===== config.mk =====
export PLATFORM = sky130hd
export DESIGN_NAME = dft_frame_collector_flat
export DESIGN_NICKNAME = d
export VERILOG_FILES = /design/src/rtl/dft_pkg.sv /design/src/rtl/dft_frame_collector_if.sv /design/src/rtl/dft_frame_bank.sv /design/src/rtl/dft_frame_collector.sv /design/src/flat_wrapper.sv
export SDC_FILE = /design/constraint.sdc
export NUM_CORES = 1
export LEC_CHECK = 0
export ABC_AREA = 1
export BUFFER_PORTS_ARGS = -buffer_cell sky130_fd_sc_hd__buf_2
export CAP_MARGIN = 20
export CELL_PAD_IN_SITES_DETAIL_PLACEMENT = 1
export CELL_PAD_IN_SITES_GLOBAL_PLACEMENT = 2
export CORE_ASPECT_RATIO = 1.1
export CORE_MARGIN = 10
export CORE_UTILIZATION = 30
export DETAILED_ROUTE_END_ITERATION = 6
export PLACE_DENSITY_LB_ADDON = 0.1
export SETUP_SLACK_MARGIN = 0.4
export SLEW_MARGIN = 40
export SYNTH_ARGS = -nofsm -noshare
export SYNTH_HDL_FRONTEND = slang
export SYNTH_SLANG_ARGS = --single-unit
export TNS_END_PERCENT = 30

===== constraint.sdc =====
create_clock -name clk -period 1.45 [get_ports clk]
set_input_delay 0.2175 -clock clk [delete_from_list [all_inputs] [get_ports clk]]
set_output_delay 0.2175 -clock clk [all_outputs]
set_load 0.005 [all_outputs]

===== src/rtl/dft_pkg.sv =====
// Shared constants and helpers for the DFT front end.
// Latency: n/a (package only).
// Backpressure: n/a.
package dft_pkg;

    // Component indices of a complex sample, shared with computeMatrix.
    localparam int RE = 0;
    localparam int IM = 1;

    // Width of a 0..n-1 index; never narrower than one bit.
    function automatic int idx_width(input int n);
        int w;
        w = $clog2(n);
        return (w < 1) ? 1 : w;
    endfunction

endpackage


===== src/rtl/dft_frame_collector_if.sv =====
// Sample stream in, parallel complex frame out, plus framing-error pulse.
// Latency: n/a (signal bundle only).
// Backpressure: s_ready/m_ready valid-ready on each side.
interface dft_frame_collector_if #(
    parameter int N = 8,
    parameter int W = 15
);
    logic                s_valid;
    logic                s_ready;
    logic signed [W:0]   s_re;
    logic signed [W:0]   s_im;
    logic                s_last;
    logic                m_valid;
    logic                m_ready;
    logic signed [W:0]   x_o [N][2];
    logic                err_o;

    // Collector side: consumes samples, produces frames.
    modport slave (
        input  s_valid, s_re, s_im, s_last, m_ready,
        output s_ready, m_valid, x_o, err_o
    );

    // Environment side: produces samples, consumes frames.
    modport master (
        output s_valid, s_re, s_im, s_last, m_ready,
        input  s_ready, m_valid, x_o, err_o
    );
endinterface


===== src/rtl/dft_frame_bank.sv =====
// One N-entry complex sample register bank, all entries visible in parallel.
// Latency: a write is visible on the outputs the cycle after we.
// Backpressure: none; the caller decides when to write.
module dft_frame_bank
    import dft_pkg::*;
#(
    parameter int N  = 8,
    parameter int W  = 15,
    parameter int AW = idx_width(N)
) (
    input  logic                clk,
    input  logic                rst_n,
    input  logic                we,
    input  logic [AW-1:0]       waddr,
    input  logic signed [W:0]   wre,
    input  logic signed [W:0]   wim,
    output logic signed [W:0]   q_re [N],
    output logic signed [W:0]   q_im [N]
);

    // Store one sample bit-exact at waddr; cleared on reset.
    always_ff @(posedge clk or negedge rst_n) begin
        if (!rst_n) begin
            for (int i = 0; i < N; i++) begin
                q_re[i] <= '0;
                q_im[i] <= '0;
            end
        end else if (we) begin
            q_re[waddr] <= wre;
            q_im[waddr] <= wim;
        end
    end

endmodule


===== src/rtl/dft_frame_collector.sv =====
// Ping-pong collector: serial complex samples into N-wide frames for the DFT.
// Latency: m_valid rises the cycle after the Nth sample of a frame is accepted.
// Backpressure: s_ready drops only when both banks hold unconsumed frames.
module dft_frame_collector
    import dft_pkg::*;
#(
    parameter int N = 8,
    parameter int W = 15
) (
    input  logic                  clk,
    input  logic                  rst_n,
    dft_frame_collector_if.slave  bus
);

    localparam int AW = idx_width(N);

    logic              wb;
    logic              rb;
    logic [1:0]        full;
    logic [1:0]        full_nxt;
    logic [AW-1:0]     wr_idx;
    logic              err_q;
    logic              accept;
    logic              at_end;
    logic              pop;
    logic signed [W:0] b0_re [N];
    logic signed [W:0] b0_im [N];
    logic signed [W:0] b1_re [N];
    logic signed [W:0] b1_im [N];

    assign bus.s_ready = !full[wb];
    assign bus.m_valid = full[rb];
    assign bus.err_o   = err_q;

    assign accept = bus.s_valid && bus.s_ready;
    assign at_end = (wr_idx == AW'(N - 1));
    assign pop    = full[rb] && bus.m_ready;

    // Completion and consumption always hit different banks, so both apply.
    always_comb begin
        full_nxt = full;
        if (pop)
            full_nxt[rb] = 1'b0;
        if (accept && at_end)
            full_nxt[wb] = 1'b1;
    end

    // Pointers, write index and framing check; short frames are dropped.
    always_ff @(posedge clk or negedge rst_n) begin
        if (!rst_n) begin
            full   <= '0;
            wb     <= 1'b0;
            rb     <= 1'b0;
            wr_idx <= '0;
            err_q  <= 1'b0;
        end else begin
            full  <= full_nxt;
            err_q <= 1'b0;
            if (pop)
                rb <= !rb;
            if (accept) begin
                if (at_end) begin
                    wb     <= !wb;
                    wr_idx <= '0;
                    err_q  <= !bus.s_last;
                end else if (bus.s_last) begin
                    wr_idx <= '0;
                    err_q  <= 1'b1;
                end else begin
                    wr_idx <= wr_idx + AW'(1);
                end
            end
        end
    end

    dft_frame_bank #(.N(N), .W(W), .AW(AW)) u_b0 (
        .clk   (clk),
        .rst_n (rst_n),
        .we    (accept && !wb),
        .waddr (wr_idx),
        .wre   (bus.s_re),
        .wim   (bus.s_im),
        .q_re  (b0_re),
        .q_im  (b0_im)
    );

    dft_frame_bank #(.N(N), .W(W), .AW(AW)) u_b1 (
        .clk   (clk),
        .rst_n (rst_n),
        .we    (accept && wb),
        .waddr (wr_idx),
        .wre   (bus.s_re),
        .wim   (bus.s_im),
        .q_re  (b1_re),
        .q_im  (b1_im)
    );

    // Present the read bank straight from its registers.
    always_comb begin
        for (int i = 0; i < N; i++) begin
            bus.x_o[i][RE] = rb ? b1_re[i] : b0_re[i];
            bus.x_o[i][IM] = rb ? b1_im[i] : b0_im[i];
        end
    end

endmodule


===== src/flat_wrapper.sv =====
// flat-port wrapper written by rule: the top's interface ports become plain ports
module dft_frame_collector_flat import dft_pkg::*;
#(
    parameter int N = 8,
    parameter int W = 15
)
  (clk, rst_n, bus_s_valid, bus_s_re, bus_s_im, bus_s_last, bus_m_ready, bus_s_ready, bus_m_valid, bus_x_o, bus_err_o);
  dft_frame_collector_if #(.N(N), .W(W)) bus_i ();
  input  logic clk;
  input  logic rst_n;
  input wire logic [$bits(bus_i.s_valid)-1:0] bus_s_valid;
  input wire logic [$bits(bus_i.s_re)-1:0] bus_s_re;
  input wire logic [$bits(bus_i.s_im)-1:0] bus_s_im;
  input wire logic [$bits(bus_i.s_last)-1:0] bus_s_last;
  input wire logic [$bits(bus_i.m_ready)-1:0] bus_m_ready;
  output wire logic [$bits(bus_i.s_ready)-1:0] bus_s_ready;
  output wire logic [$bits(bus_i.m_valid)-1:0] bus_m_valid;
  output wire logic [$bits(bus_i.x_o)-1:0] bus_x_o;
  output wire logic [$bits(bus_i.err_o)-1:0] bus_err_o;
  assign bus_i.s_valid = bus_s_valid;
  assign bus_i.s_re = bus_s_re;
  assign bus_i.s_im = bus_s_im;
  assign bus_i.s_last = bus_s_last;
  assign bus_i.m_ready = bus_m_ready;
  assign bus_s_ready = bus_i.s_ready;
  assign bus_m_valid = bus_i.m_valid;
  assign bus_x_o = {>>{bus_i.x_o}};
  assign bus_err_o = bus_i.err_o;
  dft_frame_collector #(.N(N), .W(W)) u_core (.clk(clk), .rst_n(rst_n), .bus(bus_i));
endmodule

==> results of run 1 <==
sequential cells by signal, indices dropped and copies added (netlist names):
register and cells:
u_core.bus.err_o 1, u_core.full 2, u_core.rb 1, u_core.u_b0.q_im 128, u_core.u_b0.q_re 128, u_core.u_b1.q_im 128, u_core.u_b1.q_re 128, u_core.wb 1
u_core.wr_idx 3
how the worst max path moves through the flow:
| stage | startpoint | to | slack [ns] | cells after the start |
|---|---|---|---|---|
| 5_1_grt | u_core.rb$_DFFE_PN0N_ | bus_x_o[51] | -0.84 | 7 |
| 2_1_floorplan | u_core.full[1]$_DFF_PN0_ | u_core.u_b1.q_im[80]$_DFFE_PN0P_ | 0.18 | 8 |
| 4_1_cts | u_core.rb$_DFFE_PN0N_ | bus_x_o[6] | -0.78 | 7 |
| 3_5_place_dp | u_core.rb$_DFFE_PN0N_ | bus_x_o[101] | -0.15 | 6 |
| 3_3_place_gp | u_core.rb$_DFFE_PN0N_ | bus_x_o[51] | -0.16 | 6 |
| 6_report | u_core.rb$_DFFE_PN0N_ | bus_x_o[43] | -0.77 | 7 |
final cells by class:
type                       count  share of cell area, %
clock buffer                  94                  5.775
sequential                   520                  40.41
inverter                      44                 0.5747
multi-input combinational   2320                  31.89
timing repair buffer         516                  16.87
clock inverter                14                 0.4582
antenna                        1               0.007767
tap                         1035                  4.019
placed cells by master (no fill, tap or decap), types with 3 or more instances in the layout:
master            n
clkinv_2         10
nor2_4           11
buf_16           22
buf_4            82
nand2_4          83
o21ai_2          21
dfrtp_1         516
nand3_1         200
buf_2           231
buf_12           87
dlygate4sd3_1     4
inv_2             3
dfrtp_2           3
nand2_1        1804
buf_6            68
inv_1            36
bufinv_16         3
o21ai_1           8
o21ai_0          34
nand4_1           5
buf_8             7
clkbuf_8         21
clkbuf_16        72
inv_4             3
nor2_2            4
bufbuf_16         4
nand2_2         141
clkbuf_1         12
critical path, stage by stage, from the launching register on:
cell and delay, ns:
dfrtp_4 0.52, inv_8 0.09, buf_4 0.14, buf_12 0.17
buf_12 0.13, nand2_1 0.10, nand2_1 0.10, buf_2 0.12
metrics by stage:
step           cells  cell area [um^2]  power [mW]  hold slack, ns
2_1_floorplan   3125             23820       29.67        -0.07809
3_3_place_gp    4377             27450       40.03          0.1539
3_5_place_dp    4377             27450       40.52          0.1422
4_1_cts         4527             31190       61.01        0.002592
5_1_grt         4544             32220       66.43         0.03218
6_report        4544             32220       62.55         0.04045
where the power goes:
part | leakage (nW) | total, mW | switching, mW | internal (mW)
clock | 0.999 | 15.6 | 6.37 | 9.25
combinational | 10.2 | 26.2 | 14.2 | 12.0
sequential | 6.84 | 20.7 | 2.59 | 18.1
total | 18.1 | 62.6 | 23.2 | 39.4
cell families after synthesis:
kind of cell | Yosys count | synth area share, %
and+or+nand+nor | 2253 | 37.52
DFF | 520 | 55.86
buffers and inverters | 285 | 5.113
AOI/OAI and AO/OA | 65 | 1.396
adders and majority gates | 2 | 0.1074
metal layers:
layer | vias to the layer above | part of all wire [%] | track usage [%] | routed length, um
li1 | 10180 | - | - | -
met1 | 11070 | 45 | 29.09 | 44420
met2 | 455 | 48 | 36.33 | 47920
met3 | 113 | 4.5 | 3.673 | 4449
met4 | 0 | 2.4 | 5.685 | 2363
met5 | - | 0 | 0 | 0
timing repair:
| item | CTS | global route |
|---|---|---|
| hold endpoints to repair | 336 | 0 |
| cloned | 23 | 12 |
| setup endpoints to repair | 779 | 779 |
| hold buffers | 4 | 0 |
| gates resized for setup | 284 | 175 |
| pin swaps | 23 | 32 |
| buffers inserted | 15 | 4 |
==> qor.csv, run 1 <==
stage;metric;value;unit
global_route;pin count of the biggest net entering global routing;59;
setup_path;reg2reg start;u_core.wr_idx[0]$_DFFE_PN0N_;
layout;Layout Nets;3500;
floorplanning;Initial Util;30.16;%
layout;area grow syn2layout;38.31;%
floorplanning;die height;312.3;um
place;Port Buffers;295;
global_route;number of global-route vias before repair;23410;
logic_synthesis;mean post-synth cell area;7.454;um^2
timing;Fin Clk Skew;0.01968;ns
setup_path;crit path kind;flip-flop to primary output;
layout;filler instances;9190;
logic_synthesis;async set or reset register ratio after synthesis;100.0;%
drt;via count;21810;
drt;Vias per Instance;4.801;
timing;Slew headroom;60.75;%
flow_run;Max-cap violations;0;
cts;CTS root buffer;clkbuf_16;
layout;register area;13020;um^2
drt;Total Wirelength;99.16;mm
place;Detailed Place HPWL;65.42;mm
min_path;Hold Path End;u_core.u_b1.q_re[79]$_DFFE_PN0P_;
layout;share of post-route cells with drive strength above 1;25.23;%
timing;RSZ-0062 raised after global routing;true;
timing;Final Max Slew Viols;0;
logic_synthesis;post-synthesis sequential area ratio;55.86;%
timing;final period utilization;152.9;%
cts;H-tree levels;2;
logic_synthesis;synth warn;0;
drt;DRT iter0 DRCs;1403;
setup_path;startpoint types;flip-flop;
drt;DR DRC count;0;
floorplanning;Die X;285.7;um
timing;Slew @ Worst Pin;0.5888;ns
global_route;All-Layer GR Usage;21.84;%
drt;drt first pass iters;5;
logic_synthesis;post-synthesis register bit count;520;
global_route;initial antenna violation count;1;
layout;fin util;41.71;%
setup_path;WP data arrival;2.00;ns
logic_synthesis;mapped cell area;23290;um^2
cts;Clock Tree Buf Depth;3;
floorplanning;Die ar.;89210;um^2
global_route;total grt overflow;0;
logic_synthesis;post-synthesis cell count;3125;
global_route;first-pass GRT wire length;150.6;mm
logic_synthesis;Synthesized Nets;3164;
timing;TNS Setup;-182.32;ns
floorplanning;FP Rows;107;
logic_synthesis;library cells used by synthesis;15;
floorplanning;IO Count;296;
place;Setup WS pre-CTS;-0.1509;ns
setup_path;CP max FO;8;
logic_synthesis;count leader, synth;nand2_1;
logic_synthesis;synth cell count leaders;2028 x nand2_1, 520 x dfrtp_1, 202 x nand3_1;
timing;Tmin final;2.217;ns
setup_path;worst r2r path cells;6;
min_path;WHS Path Cells;3;
min_path;HP Class;input pin to flip-flop;
setup_path;reg-to-reg critical path endpoint;u_core.u_b1.q_im[10]$_DFFE_PN0P_;
drt;Final ANT Viol Nets;0;
place;Final Wtd Congestion;0.7980;
cts;worst skew pair latency;0.63;ns
timing;Hold Vio Cnt, Final;0;
timing;Fmax;451.1;MHz
status;status;finished with violations;
setup_path;Critical Path Sink Type;primary output;
floorplanning;CORE AREA;77250;um^2
cts;CTS buffer count;59;
power;Pwr Density;1941;nW/um^2
timing;Final WS setup;-0.7669;ns
min_path;HP Start;bus_s_re[15];
logic_synthesis;Synth area leaders;dfrtp_1 56%, nand2_1 33%, nand3_1 4.3%, clkbuf_1 2.5%, buf_2 1.6%;
drt;WL/cell;21.82;um
logic_synthesis;Synth top area share;55.86;%
setup_path;Worst Path Required;1.23;ns
cts;clock slew at reported path FFs;0.06;ns
power;LEAKAGE;18.06;nW
timing;# setup viols final;516;
logic_synthesis;number of synthesized flops with an enable pin;0;
setup_path;internal reg-to-reg setup slack;-0.09;ns
cts;CTS tree;built;
logic_synthesis;Synth area leader;dfrtp_1;
logic_synthesis;Post-synth top flop;dfrtp_1;
layout;Multi-input gate area;10270;um^2
power;maximum vdd drop;0.9991;mV
cts;total clock sinks;520;
status;violated checks;setup timing;
No activity file was read; power rests on OpenSTA's default activity.
==> run 2: changes to the inputs <==
--- a/config.mk
+++ b/config.mk
@@ -11,7 +11,6 @@
 export CELL_PAD_IN_SITES_DETAIL_PLACEMENT = 1
 export CELL_PAD_IN_SITES_GLOBAL_PLACEMENT = 2
 export CORE_ASPECT_RATIO = 1.1
-export CORE_MARGIN = 10
 export CORE_UTILIZATION = 30
 export DETAILED_ROUTE_END_ITERATION = 6
 export PLACE_DENSITY_LB_ADDON = 0.1
==> qor.csv, run 2 (same netlist as run 1, synthesis figures left out) <==
stage;metric;value;unit
status;status;finished with violations;
status;violated checks;setup timing;
timing;# setup viols final;685;
setup_path;reg2reg start;u_core.wr_idx[0]$_DFFE_PN0N_;
setup_path;Critical Path Sink Type;primary output;
timing;Slew headroom;57.93;%
global_route;first-pass GRT wire length;142.8;mm
power;maximum vdd drop;1.008;mV
setup_path;Worst Path Required;1.23;ns
drt;drt first pass iters;4;
drt;Total Wirelength;94.73;mm
power;LEAKAGE;17.34;nW
layout;Final Non-Filler Cells;4487;
setup_path;WP data arrival;1.99;ns
timing;Tmin final;2.206;ns
timing;Hold Vio Cnt, Final;0;
setup_path;CP max FO;48;
setup_path;CP Launch Point;u_core.rb$_DFFE_PN0N_;
cts;clock slew at reported path FFs;0.06;ns
layout;area grow syn2layout;30.28;%
layout;fin util;39.73;%
cts;CTS root buffer;clkbuf_16;
cts;Clock Tree Buf Depth;3;
floorplanning;Die X;267.7;um
floorplanning;die height;294.3;um
floorplanning;Initial Util;30.49;%
setup_path;startpoint types;flip-flop;
cts;CTS tree;built;
setup_path;crit path kind;flip-flop to primary output;
setup_path;internal reg-to-reg setup slack;-0.25;ns
drt;Vias per Instance;4.769;
drt;Final ANT Viol Nets;0;
layout;commonest cells after routing, fill and taps aside;1889 x nand2_1, 516 x dfrtp_1, 274 x buf_2;
timing;Fmax;453.4;MHz
layout;filler instances;9243;
global_route;number of global-route vias before repair;22410;
floorplanning;CORE AREA;76390;um^2
drt;WL/cell;21.11;um
flow_run;Max-cap violations;0;
power;total chip power;57.25;mW
setup_path;Worst path most repeated cell;nand2_1;
cts;total clock sinks;520;
min_path;HP Class;input pin to asynchronous set/reset pin;
layout;commonest non-fill, non-tap cell in the layout;nand2_1;
floorplanning;IO Count;296;
global_route;total grt overflow;0;
timing;Final Max Slew Viols;0;
global_route;pin count of the biggest net entering global routing;63;
global_route;initial antenna violation count;1;
cts;CTS buffer count;60;
setup_path;reg-to-reg critical path endpoint;u_core.u_b1.q_im[18]$_DFFE_PN0P_;
layout;Layout Nets;3450;
timing;Slew @ Worst Pin;0.6310;ns
timing;final period utilization;152.1;%
cts;H-tree levels;2;
drt;DR DRC count;0;
power;Pwr Density;1886;nW/um^2
timing;Final WS setup;-0.7557;ns
timing;Fin Clk Skew;0.009978;ns
layout;share of post-route cells with drive strength above 1;21.02;%
timing;TNS Setup;-207.14;ns
setup_path;slowest CP cell;dfrtp_4;
place;Port Buffers;295;
drt;DRT iter0 DRCs;1241;
timing;RSZ-0062 raised after global routing;true;
floorplanning;Die ar.;78770;um^2
setup_path;worst r2r path cells;5;
cts;worst skew pair latency;0.63;ns
setup_path;Worst path max stage delay;0.54;ns
place;Final Wtd Congestion;0.7885;
global_route;All-Layer GR Usage;23.96;%
place;Detailed Place HPWL;61.10;mm
timing;Fin Hold WS;0.03056;ns
floorplanning;FP Rows;106;
drt;via count;21400;
place;Placed Cells;4348;
setup_path;critical path cell sequence;inv_12 > buf_16 > nand2_1 > nand2_1 > buf_2;
## run 2: changes by cell type in the layout (fill, tap and decap cells not counted), sizes merged
| cell | delta |
|---|---|
| bufbuf | -3 |
| bufinv | -1 |
| buf | -47 |
| clkinv | -3 |
| inv | +2 |
| clkbuf | +4 |
| clkinvlp | -1 |
| diode | +1 |
## run 2: per-layer routing
metal | global-route usage [%] | wire [um] | vias up
li1 | - | - | 10060
met1 | 32.45 | 42950 | 10870
met2 | 40.63 | 46300 | 360
met3 | 3.492 | 3721 | 108
met4 | 4.571 | 1758 | 0
met5 | 0 | 0 | -
## run 2: worst max-delay path by stage
stage | to | slack [ns] | cells after the start
2_1_floorplan | u_core.u_b1.q_im[80]$_DFFE_PN0P_ | 0.18 | 8
3_3_place_gp | u_core.u_b0.q_im[24]$_DFFE_PN0P_ | -0.16 | 5
3_5_place_dp | u_core.u_b0.q_re[28]$_DFFE_PN0P_ | -0.26 | 5
4_1_cts | bus_x_o[193] | -0.79 | 5
5_1_grt | bus_x_o[3] | -0.82 | 5
6_report | bus_x_o[161] | -0.76 | 5
## run 2: metrics by stage
stage                     setup slack, ns  area [um^2]
after floorplan                    0.1815        23820
after global placement            -0.1613        27140
after detailed placement          -0.2563        27140
after CTS                         -0.7864        29460
after global routing              -0.8209        30340
final                             -0.7557        30350
## run 2: timing repair
item,4_1_cts,5_1_grt
setup buffers,2,5
endpoints found under the setup margin,779,779
resized for setup,64,159
endpoints found under the hold margin,516,0
hold buffers,4,0
pin swaps,0,19
gates cloned,4,12
## run 2: cell type report
type                            count  area (um^2)  share of cell area, %
Antenna cell                        2        5.005                0.01649
Clock buffer                       99         1849                  6.094
Clock inverter                     11        112.6                 0.3711
Inverter                           44        190.2                 0.6267
Multi-Input combinational cell   2320         9701                  31.96
Sequential cell                   520        13020                  42.90
Tap cell                         1026         1284                  4.230
Timing Repair Buffer              465         4187                  13.80
## run 2: power breakdown
| part | leakage [nW] | switching (mW) | total [mW] | internal, mW |
|---|---|---|---|---|
| Sequential | 6.84 | 2.17 | 20.3 | 18.1 |
| Clock | 0.969 | 6.32 | 15.3 | 8.97 |
| Combinational | 9.53 | 13.0 | 21.7 | 8.69 |
## run 2: worst max-delay path, delay by kind of cell (launching register included)
family,cells,cell delay (ns)
flops,1,0.54
buf+inv,3,0.54
simple gates,2,0.25
